[src/rtl/bram_arb_pkg.sv]
// Shared types and constants for the BRAM access arbiter: FSM state encoding,
// read-response latency options and the address-width helper.
package bram_arb_pkg;

    typedef enum logic {
        CLEAR = 1'b0,
        RUN   = 1'b1
    } arb_state_t;

    // Read latency from grant to response, without and with the BRAM output register.
    localparam int LAT_NOREG  = 1;
    localparam int LAT_OUTREG = 2;

    // Number of bits needed to represent the value 'depth'.
    function automatic int clogb2(input int depth);
        int bits;
        bits = 0;
        for (int d = depth; d > 0; d = d >> 1) begin
            bits = bits + 1;
        end
        return bits;
    endfunction

endpackage

[src/rtl/bram_access_arb_rr_arb2.sv]
// Two-input round-robin arbiter: on a tie the requester not granted last wins.
// The last-grant pointer resets to 1 so requester 0 wins the first tie.
module rr_arb2 (
    input  logic       clk,
    input  logic       rst,
    input  logic [1:0] valid,
    output logic [1:0] grant
);

    logic r_last;

    // NOTE: every combinational output gets a default first so no path can infer a latch.
    always_comb begin
        grant = 2'b00;
        case (valid)
            2'b01:   grant = 2'b01;
            2'b10:   grant = 2'b10;
            2'b11:   grant = r_last ? 2'b01 : 2'b10;
            default: grant = 2'b00;
        endcase
    end

    // NOTE: sequential state uses non-blocking assignments so every flop samples pre-edge values.
    always_ff @(posedge clk) begin
        if (rst) begin
            r_last <= 1'b1;
        end else if (|grant) begin
            r_last <= grant[1];
        end
    end

endmodule

[src/rtl/bram_access_arb.sv]
// Arbitrates one write port and two round-robin read requesters onto a dual-port BRAM,
// with a full-memory zero sweep on reset or clr_start. Define BRAM_ARB_OUTREG_EN for a BRAM with output register.
module bram_access_arb
    import bram_arb_pkg::*;
#(
    parameter  int RAM_WIDTH = 4,
    parameter  int RAM_DEPTH = 64,
    localparam int ADDR_W    = clogb2(RAM_DEPTH - 1)
) (
    input  logic                 clk,
    input  logic                 rst,

    input  logic                 clr_start,
    output logic                 busy,

    input  logic                 wr_valid,
    output logic                 wr_ready,
    input  logic [ADDR_W-1:0]    wr_addr,
    input  logic [RAM_WIDTH-1:0] wr_data,

    input  logic                 rd0_valid,
    output logic                 rd0_ready,
    input  logic [ADDR_W-1:0]    rd0_addr,

    input  logic                 rd1_valid,
    output logic                 rd1_ready,
    input  logic [ADDR_W-1:0]    rd1_addr,

    output logic                 rsp_valid,
    output logic                 rsp_id,
    output logic [RAM_WIDTH-1:0] rsp_data,

    output logic                 bram_ena,
    output logic                 bram_wea,
    output logic [ADDR_W-1:0]    bram_addra,
    output logic [RAM_WIDTH-1:0] bram_dina,
    output logic                 bram_enb,
    output logic                 bram_regceb,
    output logic [ADDR_W-1:0]    bram_addrb,
    input  logic [RAM_WIDTH-1:0] bram_doutb
);

`ifdef BRAM_ARB_OUTREG_EN
    localparam int LAT = LAT_OUTREG;
`else
    localparam int LAT = LAT_NOREG;
`endif

    localparam logic [ADDR_W-1:0] CLR_LAST = ADDR_W'(RAM_DEPTH - 1);

    arb_state_t          r_state;
    arb_state_t          w_state_nxt;
    logic [ADDR_W-1:0]   r_clr_cnt;
    logic                w_run;
    logic                w_flush;
    logic [1:0]          w_rd_valid;
    logic [1:0]          w_grant;
    logic [LAT-1:0]      r_pipe_vld;
    logic [LAT-1:0]      r_pipe_id;

    // State register
    always_ff @(posedge clk) begin
        if (rst) begin
            r_state <= CLEAR;
        end else begin
            r_state <= w_state_nxt;
        end
    end

    // Next-state logic; clr_start during CLEAR keeps the FSM in CLEAR while the counter restarts.
    always_comb begin
        w_state_nxt = r_state;
        case (r_state)
            CLEAR:   if (!clr_start && (r_clr_cnt == CLR_LAST)) w_state_nxt = RUN;
            RUN:     if (clr_start) w_state_nxt = CLEAR;
            default: w_state_nxt = CLEAR;
        endcase
    end

    // Output logic for port A and the status/ready signals.
    always_comb begin
        busy       = 1'b0;
        wr_ready   = 1'b0;
        w_run      = 1'b0;
        bram_ena   = 1'b0;
        bram_wea   = 1'b0;
        bram_addra = '0;
        bram_dina  = '0;
        case (r_state)
            CLEAR: begin
                busy       = 1'b1;
                bram_ena   = 1'b1;
                bram_wea   = 1'b1;
                bram_addra = r_clr_cnt;
            end
            RUN: begin
                wr_ready = 1'b1;
                w_run    = 1'b1;
                if (wr_valid) begin
                    bram_ena   = 1'b1;
                    bram_wea   = 1'b1;
                    bram_addra = wr_addr;
                    bram_dina  = wr_data;
                end
            end
            default: ;
        endcase
    end

    always_ff @(posedge clk) begin
        if (rst || (r_state == RUN) || clr_start || (r_clr_cnt == CLR_LAST)) begin
            r_clr_cnt <= '0;
        end else begin
            r_clr_cnt <= r_clr_cnt + ADDR_W'(1);
        end
    end

    // Port B: reads are only offered to the arbiter while running.
    assign w_rd_valid = {rd1_valid, rd0_valid} & {2{w_run}};

    rr_arb2 u_rr_arb2 (
        .clk   (clk),
        .rst   (rst),
        .valid (w_rd_valid),
        .grant (w_grant)
    );

    assign rd0_ready  = w_grant[0];
    assign rd1_ready  = w_grant[1];
    assign bram_enb   = |w_grant;
    assign bram_addrb = w_grant[0] ? rd0_addr :
                        w_grant[1] ? rd1_addr : '0;

    // Starting a sweep kills every response token still travelling through the pipe.
    assign w_flush = w_run && clr_start;

    always_ff @(posedge clk) begin
        if (rst || w_flush) begin
            r_pipe_vld <= '0;
            r_pipe_id  <= '0;
        end else begin
            r_pipe_vld[0] <= |w_grant;
            r_pipe_id[0]  <= w_grant[1];
            for (int i = 1; i < LAT; i++) begin
                r_pipe_vld[i] <= r_pipe_vld[i-1];
                r_pipe_id[i]  <= r_pipe_id[i-1];
            end
        end
    end

`ifdef BRAM_ARB_OUTREG_EN
    assign bram_regceb = r_pipe_vld[0];
`else
    assign bram_regceb = 1'b0;
`endif

    assign rsp_valid = r_pipe_vld[LAT-1];
    assign rsp_id    = r_pipe_id[LAT-1];
    assign rsp_data  = rsp_valid ? bram_doutb : '0;

endmodule
[config.mk]
export PLATFORM = sky130hd
export DESIGN_NAME = bram_access_arb
export DESIGN_NICKNAME = d
export VERILOG_FILES = /design/src/rtl/bram_arb_pkg.sv /design/src/rtl/bram_access_arb_rr_arb2.sv /design/src/rtl/bram_access_arb.sv
export SDC_FILE = /design/constraint.sdc
export NUM_CORES = 1
export LEC_CHECK = 0
export CAP_MARGIN = 20
export CORE_MARGIN = 3
export CORE_UTILIZATION = 25
export CTS_CLUSTER_DIAMETER = 120
export DETAILED_ROUTE_END_ITERATION = 7
export PLACE_DENSITY = 0.8
export SLEW_MARGIN = 20
export SYNTH_ARGS = -nofsm -noshare
export SYNTH_HDL_FRONTEND = slang
export SYNTH_SLANG_ARGS = --single-unit
[constraint.sdc]
create_clock -name clk -period 1.4 [get_ports clk]
set_input_delay 0.35 -clock clk [delete_from_list [all_inputs] [get_ports clk]]
set_output_delay 0.35 -clock clk [all_outputs]
set_load 0.01 [all_outputs]
==> results of run 1 <==
## power groups by stage
stage / Clock, mW / Sequential [mW] / Combinational, mW
2_1_floorplan: 0 / 0.296 / 0.0170
4_1_cts: 0.259 / 0.287 / 0.124
5_1_grt: 0.273 / 0.287 / 0.134
6_report: 0.251 / 0.287 / 0.125
3_5_place_dp: 0 / 0.295 / 0.124
3_3_place_gp: 0 / 0.295 / 0.120
## layout make-up
cell class | count | area (um2)
inverter | 5 | 26.28
timing repair buffer | 81 | 701.9
multi-input combinational | 54 | 426.7
tap | 28 | 35.03
clock buffer | 4 | 36.28
fill | 205 | 844.6
sequential | 10 | 205.2
## repair_timing
item | in CTS | in global routing
cloned | 0 | 0
resized for setup | 144 | 10
pin swaps | 7 | 6
buffers inserted | 6 | 2
endpoints found under the setup margin | 29 | 25
## path summary, 6_finish.rpt
check	start	end	slack, ns	depth (start not counted)
setup / recovery	r_state$_SDFF_PP0_	bram_addrb[1]	-0.25	5
hold / removal	u_rr_arb2.r_last$_SDFFE_PP1P_	u_rr_arb2.r_last$_SDFFE_PP1P_	0.54	1
setup reg to reg	r_clr_cnt[0]$_SDFF_PP0_	r_clr_cnt[3]$_SDFF_PP0_	0.13	5
hold reg to reg	u_rr_arb2.r_last$_SDFFE_PP1P_	u_rr_arb2.r_last$_SDFFE_PP1P_	0.54	1
## metal layers
layer | vias to the layer above | track usage [%] | wire length [um]
li1 | 416 | - | -
met1 | 397 | 18.17 | 959
met2 | 45 | 27.70 | 1183
met3 | 6 | 2.784 | 185
met4 | 0 | 11.46 | 78
met5 | - | 0 | 0
## through the flow
step	hold slack, ns	total power [mW]	TNS [ns]	setup slack (ns)	cell area (um2)
floorplan	0.4188	0.3132	0	0.02196	615.6
global placement	0.5089	0.4153	-17.09	-0.8618	1330
detailed placement	0.5129	0.4194	-17.62	-0.9086	1330
CTS	0.5281	0.6702	-3.081	-0.2387	1413
global route	0.5515	0.6946	-4.349	-0.3161	1431
finish	0.5365	0.6620	-3.302	-0.2546	1431
## kinds of logic after synthesis
| family | synth area share (%) |
|---|---|
| fa+ha+maj | 2.032 |
| buf+inv | 7.315 |
| simple gates | 26.22 |
| xor+xnor | 4.269 |
| other cells | 0.6092 |
| flops | 32.52 |
| compound gates | 27.03 |
## registers in the layout (all words and copies together), names as in the netlist
signal / count
r_clr_cnt: 6
r_state: 1
rsp_id: 1
rsp_valid: 1
u_rr_arb2.r_last: 1
## layout by cell type (no fill, tap or decap), types with 2 or more instances in the layout
master,n
sky130_fd_sc_hd__a21oi_4,2
sky130_fd_sc_hd__a22o_1,10
sky130_fd_sc_hd__and2_1,6
sky130_fd_sc_hd__and3_4,3
sky130_fd_sc_hd__buf_2,19
sky130_fd_sc_hd__buf_4,13
sky130_fd_sc_hd__buf_6,14
sky130_fd_sc_hd__clkbuf_4,3
sky130_fd_sc_hd__clkdlybuf4s15_1,2
sky130_fd_sc_hd__clkdlybuf4s50_1,23
sky130_fd_sc_hd__dfxtp_1,8
sky130_fd_sc_hd__dlygate4sd2_1,4
sky130_fd_sc_hd__dlymetal6s2s_1,4
sky130_fd_sc_hd__inv_1,3
sky130_fd_sc_hd__nand2_2,3
sky130_fd_sc_hd__nand3_1,3
sky130_fd_sc_hd__nor2_1,4
sky130_fd_sc_hd__o21ai_0,2
sky130_fd_sc_hd__o21ai_2,2
sky130_fd_sc_hd__xnor2_1,3
==> results.ini, run 1 <==
[placement]
buffer_ports.inserted=60
hpwlAfterDp_mm=1.866
place_congestion=0.7868
place.detailed.instances=171

[route]
first_iteration_detailed_routing_drc_count=16
drt_pass1_iterations=4
remaining_drc_errors=0
antenna_left=0
routedWlPerCell_um=13.22
route.vias.total=864
drt_wl_total_mm=2.406
route.detailed.vias_per_inst=4.747

[status]
status=complete, but fails checks
failed_checks=negative setup slack

[final_layout]
area.growth.synth_to_final_pct=132.5
drive_above_1_share_pct=46.75
post-route-util_pct=62.89
finish.cell_count_without_fillers=182
num_antenna_cells=0
final_nets=188

[global_route]
grt_first_pass_wirelength_mm=3.953
first_global_vias=850
antenna_violations_before_repair=0
grt_max_degree=8
globalRouteOverflowTotal=0
track_usage_pct=16.27

[synth]
area_share_of_the_largest_cell_type_after_synthesis_pct=32.52
yosys.area.top_type=sky130_fd_sc_hd__dfxtp_1
yosysUniqueCellTypes=27
synthCells=73
syn-mean-instance-area_um2=8.433
synthesis.area_um2=615.6
synth_sequential_area_ratio_pct=32.52
postSynthNetCount=106
ys.warnings.count=0
async_flop_share_pct=0
post_synth_most_frequent_cells=10 x sky130_fd_sc_hd__a22o_1, 10 x sky130_fd_sc_hd__dfxtp_1, 7 x sky130_fd_sc_hd__and2_1
synth-edff-count=0
synth.ff_latch_count=10
ys.flop_type=sky130_fd_sc_hd__dfxtp_1
synth_area_leaders=sky130_fd_sc_hd__dfxtp_1 33%, sky130_fd_sc_hd__a22o_1 14%, sky130_fd_sc_hd__and2_1 7.1%

[worst_setup_path]
cp_data_arrival_time_ns=1.30
path_delay_family=flip-flops
worst-path-buf-inv=2
startpoint_type=register
timing.critical_path.fanout_max=6
critical_path_data_required_time_ns=1.05
crit_chain=nand2_2 -> a21oi_4 -> buf_6 -> a22o_1 -> buf_2
cp_slowest_cell=sky130_fd_sc_hd__dfxtp_4
critPathCaptureType=output pin
worst_path_largest_cell_delay_ns=0.39
criticalPathCategory=reg2out

[cts]
cts-root-buf=sky130_fd_sc_hd__clkbuf_4
cts_max_path_buffers=2
cts-hold-fix-buffers=0
clkTransAtPathRegs_ns=0.06
tritoncts.num_buffers=3
worstSkewPairLatency_ns=0.26
tritoncts_clock_tree=yes
cts_sinks=10
cts.htree.levels=1

[worst_hold_path]
worstHoldPathType=reg2reg

[pwr]
combinationalPowerShare_pct=18.8
total_switching_power_mw=0.1327
internal-power_mw=0.5294
sw_frac_of_total_pct=20.04
seq_power_share_pct=43.3
p_leak_nw=0.7162
vdd.ir_drop.worst_mv=0.4741
power_density_nw_per_um2=462.5
share_clk_of_total_power_pct=37.8

[die]
floorplan.die.height_um=55.62
floorplan.initialDensity_pct=27.05
design.portCount=62
die_area_um2=3094
floorplan.rows=17
core_area_um2=2276
die_w_um=55.62

[timing]
finalClockSkew_ns=0.001656
final-hold-violation-count=0
report.final.setup_viol=21
timing.final.ws_setup_ns=-0.2546
final_min_period_over_clock_period_pct=118.2
final_period_minus_worst_setup_slack_ns=1.655
grt_setup_unrepaired=true
final-max-slew-violation-count=0
fmax_ghz=0.6044

[job]
number_of_max_cap_violations=0

Power figures use the tool's default switching activity.
==> run 2: changes to the inputs <==
--- a/config.mk
+++ b/config.mk
@@ -6,6 +6,7 @@
 export NUM_CORES = 1
 export LEC_CHECK = 0
 export CAP_MARGIN = 20
+export CORE_ASPECT_RATIO = 1.75
 export CORE_MARGIN = 3
 export CORE_UTILIZATION = 25
 export CTS_CLUSTER_DIAMETER = 120
@@ -15,3 +16,4 @@
 export SYNTH_ARGS = -nofsm -noshare
 export SYNTH_HDL_FRONTEND = slang
 export SYNTH_SLANG_ARGS = --single-unit
+export TNS_END_PERCENT = 100
==> results.ini, run 2 (synthesis results as in run 1) <==
[status]
status=complete, but fails checks
failed_checks=negative setup slack

[global_route]
track_usage_pct=17.57  ; +1.3 points
grt_first_pass_wirelength_mm=4.174  ; +5.6%
first_global_vias=935  ; +10%
globalRouteOverflowTotal=0  ; unchanged
grt_max_degree=8  ; unchanged
antenna_violations_before_repair=0  ; unchanged

[final_layout]
most-common-layout-cells=25 x sky130_fd_sc_hd__clkdlybuf4s50_1, 16 x sky130_fd_sc_hd__buf_2, 13 x sky130_fd_sc_hd__buf_4, 11 x sky130_fd_sc_hd__buf_6, 10 x sky130_fd_sc_hd__a22o_1
most_common_cell_after_layout_fill_and_taps_aside=sky130_fd_sc_hd__clkdlybuf4s50_1
post-route-util_pct=61.67  ; -1.2 points
drive_above_1_share_pct=44.08  ; -2.7 points
area.growth.synth_to_final_pct=133.5
finish.cell_count_without_fillers=177  ; -2.7%
num_antenna_cells=0  ; unchanged
largest_register=r_clr_cnt
largest_reg_flops=6  ; unchanged
final_nets=186  ; -1.1%

[worst_setup_path]
cp_data_arrival_time_ns=1.32  ; +0.02 ns
r2r_slack_ns=0.12  ; about the same
startpoint_type=register
timing.critical_path.fanout_max=5  ; -1
critPathCaptureType=output pin
crit-reg2reg-launch=r_clr_cnt[0]$_SDFF_PP0_
critical_path_data_required_time_ns=1.05  ; about the same
timing.reg2reg.worst_path_depth=5  ; unchanged
criticalPathCategory=reg2out
timing.rr.end=r_clr_cnt[3]$_SDFF_PP0_

[cts]
clkTransAtPathRegs_ns=0.05  ; about the same
cts-hold-fix-buffers=0  ; unchanged
cts.htree.levels=1  ; unchanged
cts_sinks=10  ; unchanged
cts-root-buf=sky130_fd_sc_hd__clkbuf_8
tritoncts.num_buffers=3  ; unchanged
worstSkewPairLatency_ns=0.24  ; -0.02 ns
tritoncts_clock_tree=yes
cts_max_path_buffers=2  ; unchanged

[placement]
buffer_ports.inserted=60  ; unchanged
place_congestion=0.7458  ; -5.2%
place.detailed.instances=166  ; -2.9%
hpwlAfterDp_mm=1.922  ; +3.0%

[timing]
final-max-slew-violation-count=0  ; unchanged
final_period_minus_worst_setup_slack_ns=1.674  ; +0.01959 ns
fmax_ghz=0.5973  ; -1.2%
finalClockSkew_ns=0.001770  ; +0.0001141 ns
grt_setup_unrepaired=true
final_min_period_over_clock_period_pct=119.6  ; +1.4 points
report.final.setup_viol=21  ; unchanged
timing.final.ws_setup_ns=-0.2742  ; -0.01959 ns
final-hold-violation-count=0  ; unchanged

[die]
floorplan.rows=23  ; +6
die_area_um2=3117  ; +0.77%
die_w_um=43.51  ; -22%
floorplan.die.height_um=71.65  ; +29%
floorplan.initialDensity_pct=26.41  ; -0.64 points
core_area_um2=2331  ; +2.4%
design.portCount=62  ; unchanged

[pwr]
total_switching_power_mw=0.1555  ; +17%
sw_frac_of_total_pct=20.01  ; -0.035 points
vdd.ir_drop.worst_mv=0.3074  ; -35%
seq_power_share_pct=37.0  ; -6.3 points
internal-power_mw=0.6219  ; +17%
share_clk_of_total_power_pct=46.9  ; +9.1 points
combinationalPowerShare_pct=16.1  ; -2.7 points
p_leak_nw=0.7131  ; -0.44%
power_density_nw_per_um2=540.8  ; +17%

[route]
route.detailed.vias_per_inst=4.825  ; +1.6%
drt_wl_total_mm=2.503  ; +4.0%
antenna_left=0  ; unchanged
remaining_drc_errors=0  ; unchanged
drt_pass1_iterations=2  ; -2
route.vias.total=854  ; -1.2%
first_iteration_detailed_routing_drc_count=3  ; -13
routedWlPerCell_um=14.14  ; +7.0%

[worst_hold_path]
worst_hold_path.endpoint=u_rr_arb2.r_last$_SDFFE_PP1P_
holdPathStages=1  ; unchanged
worstHoldPathType=reg2reg
timing.hold.worst.start=u_rr_arb2.r_last$_SDFFE_PP1P_

[job]
number_of_max_cap_violations=0  ; unchanged

-- run 2: final cells by class --
class	instances	area [um2]
fill	197	893.4
clock buffer	4	55.05
sequential	10	205.2
tap	25	31.28
timing repair buffer	79	698.2
inverter	5	26.28
multi-input combinational	54	421.7
-- run 2: worst max-delay path by stage --
stage / from / endpoint / slack, ns / depth (start not counted)
after floorplan: r_state$_SDFF_PP0_ / bram_addrb[0] / 0.02 / 3
after global placement: rd1_valid / bram_addrb[3] / -0.86 / 5
after detailed placement: rd1_valid / bram_addrb[3] / -0.88 / 5
after CTS: r_state$_SDFF_PP0_ / bram_addrb[3] / -0.25 / 6
after global routing: r_state$_SDFF_PP0_ / bram_addrb[3] / -0.31 / 6
final: r_state$_SDFF_PP0_ / bram_addrb[3] / -0.27 / 6
-- run 2: power groups by stage --
stage	Sequential [mW]	Combinational, mW	Clock, mW
floorplan	0.296	0.0170	0
global placement	0.295	0.124	0
detailed placement	0.295	0.127	0
CTS	0.288	0.126	0.370
global route	0.288	0.135	0.375
finish	0.288	0.125	0.364
-- run 2: layer usage --
layer,wire (um),GRT usage (%)
met1,722,14.44
met2,1454,34.10
met3,208,4.271
met4,118,11.74
met5,0,0
-- run 2: metrics by stage --
step | power (mW) | TNS, ns | worst slack (ns) | area (um2) | hold WS (ns)
after floorplan | 0.3132 | 0 | 0.02196 | 615.6 | 0.4188
after global placement | 0.4189 | -16.54 | -0.8553 | 1311 | 0.5033
final | 0.7774 | -3.390 | -0.2742 | 1438 | 0.5314
after CTS | 0.7839 | -3.265 | -0.2521 | 1404 | 0.5303
after global routing | 0.7981 | -4.187 | -0.3087 | 1438 | 0.5619
after detailed placement | 0.4217 | -17.12 | -0.8835 | 1311 | 0.5214
-- run 2: worst max-delay path, cell delays in order, from the launching register on --
cell and delay, ns:
sky130_fd_sc_hd__dfxtp_4 0.37, sky130_fd_sc_hd__nand2_4 0.06, sky130_fd_sc_hd__a21oi_4 0.17, sky130_fd_sc_hd__buf_6 0.13, sky130_fd_sc_hd__buf_6 0.08, sky130_fd_sc_hd__a22o_1 0.14
sky130_fd_sc_hd__buf_2 0.13
-- run 2: repair_timing --
| item | 4_1_cts | 5_1_grt |
|---|---|---|
| setup endpoints to repair | 29 | 24 |
| buffers inserted | 6 | 1 |
| resized for setup | 134 | 7 |
| pin swaps | 9 | 4 |
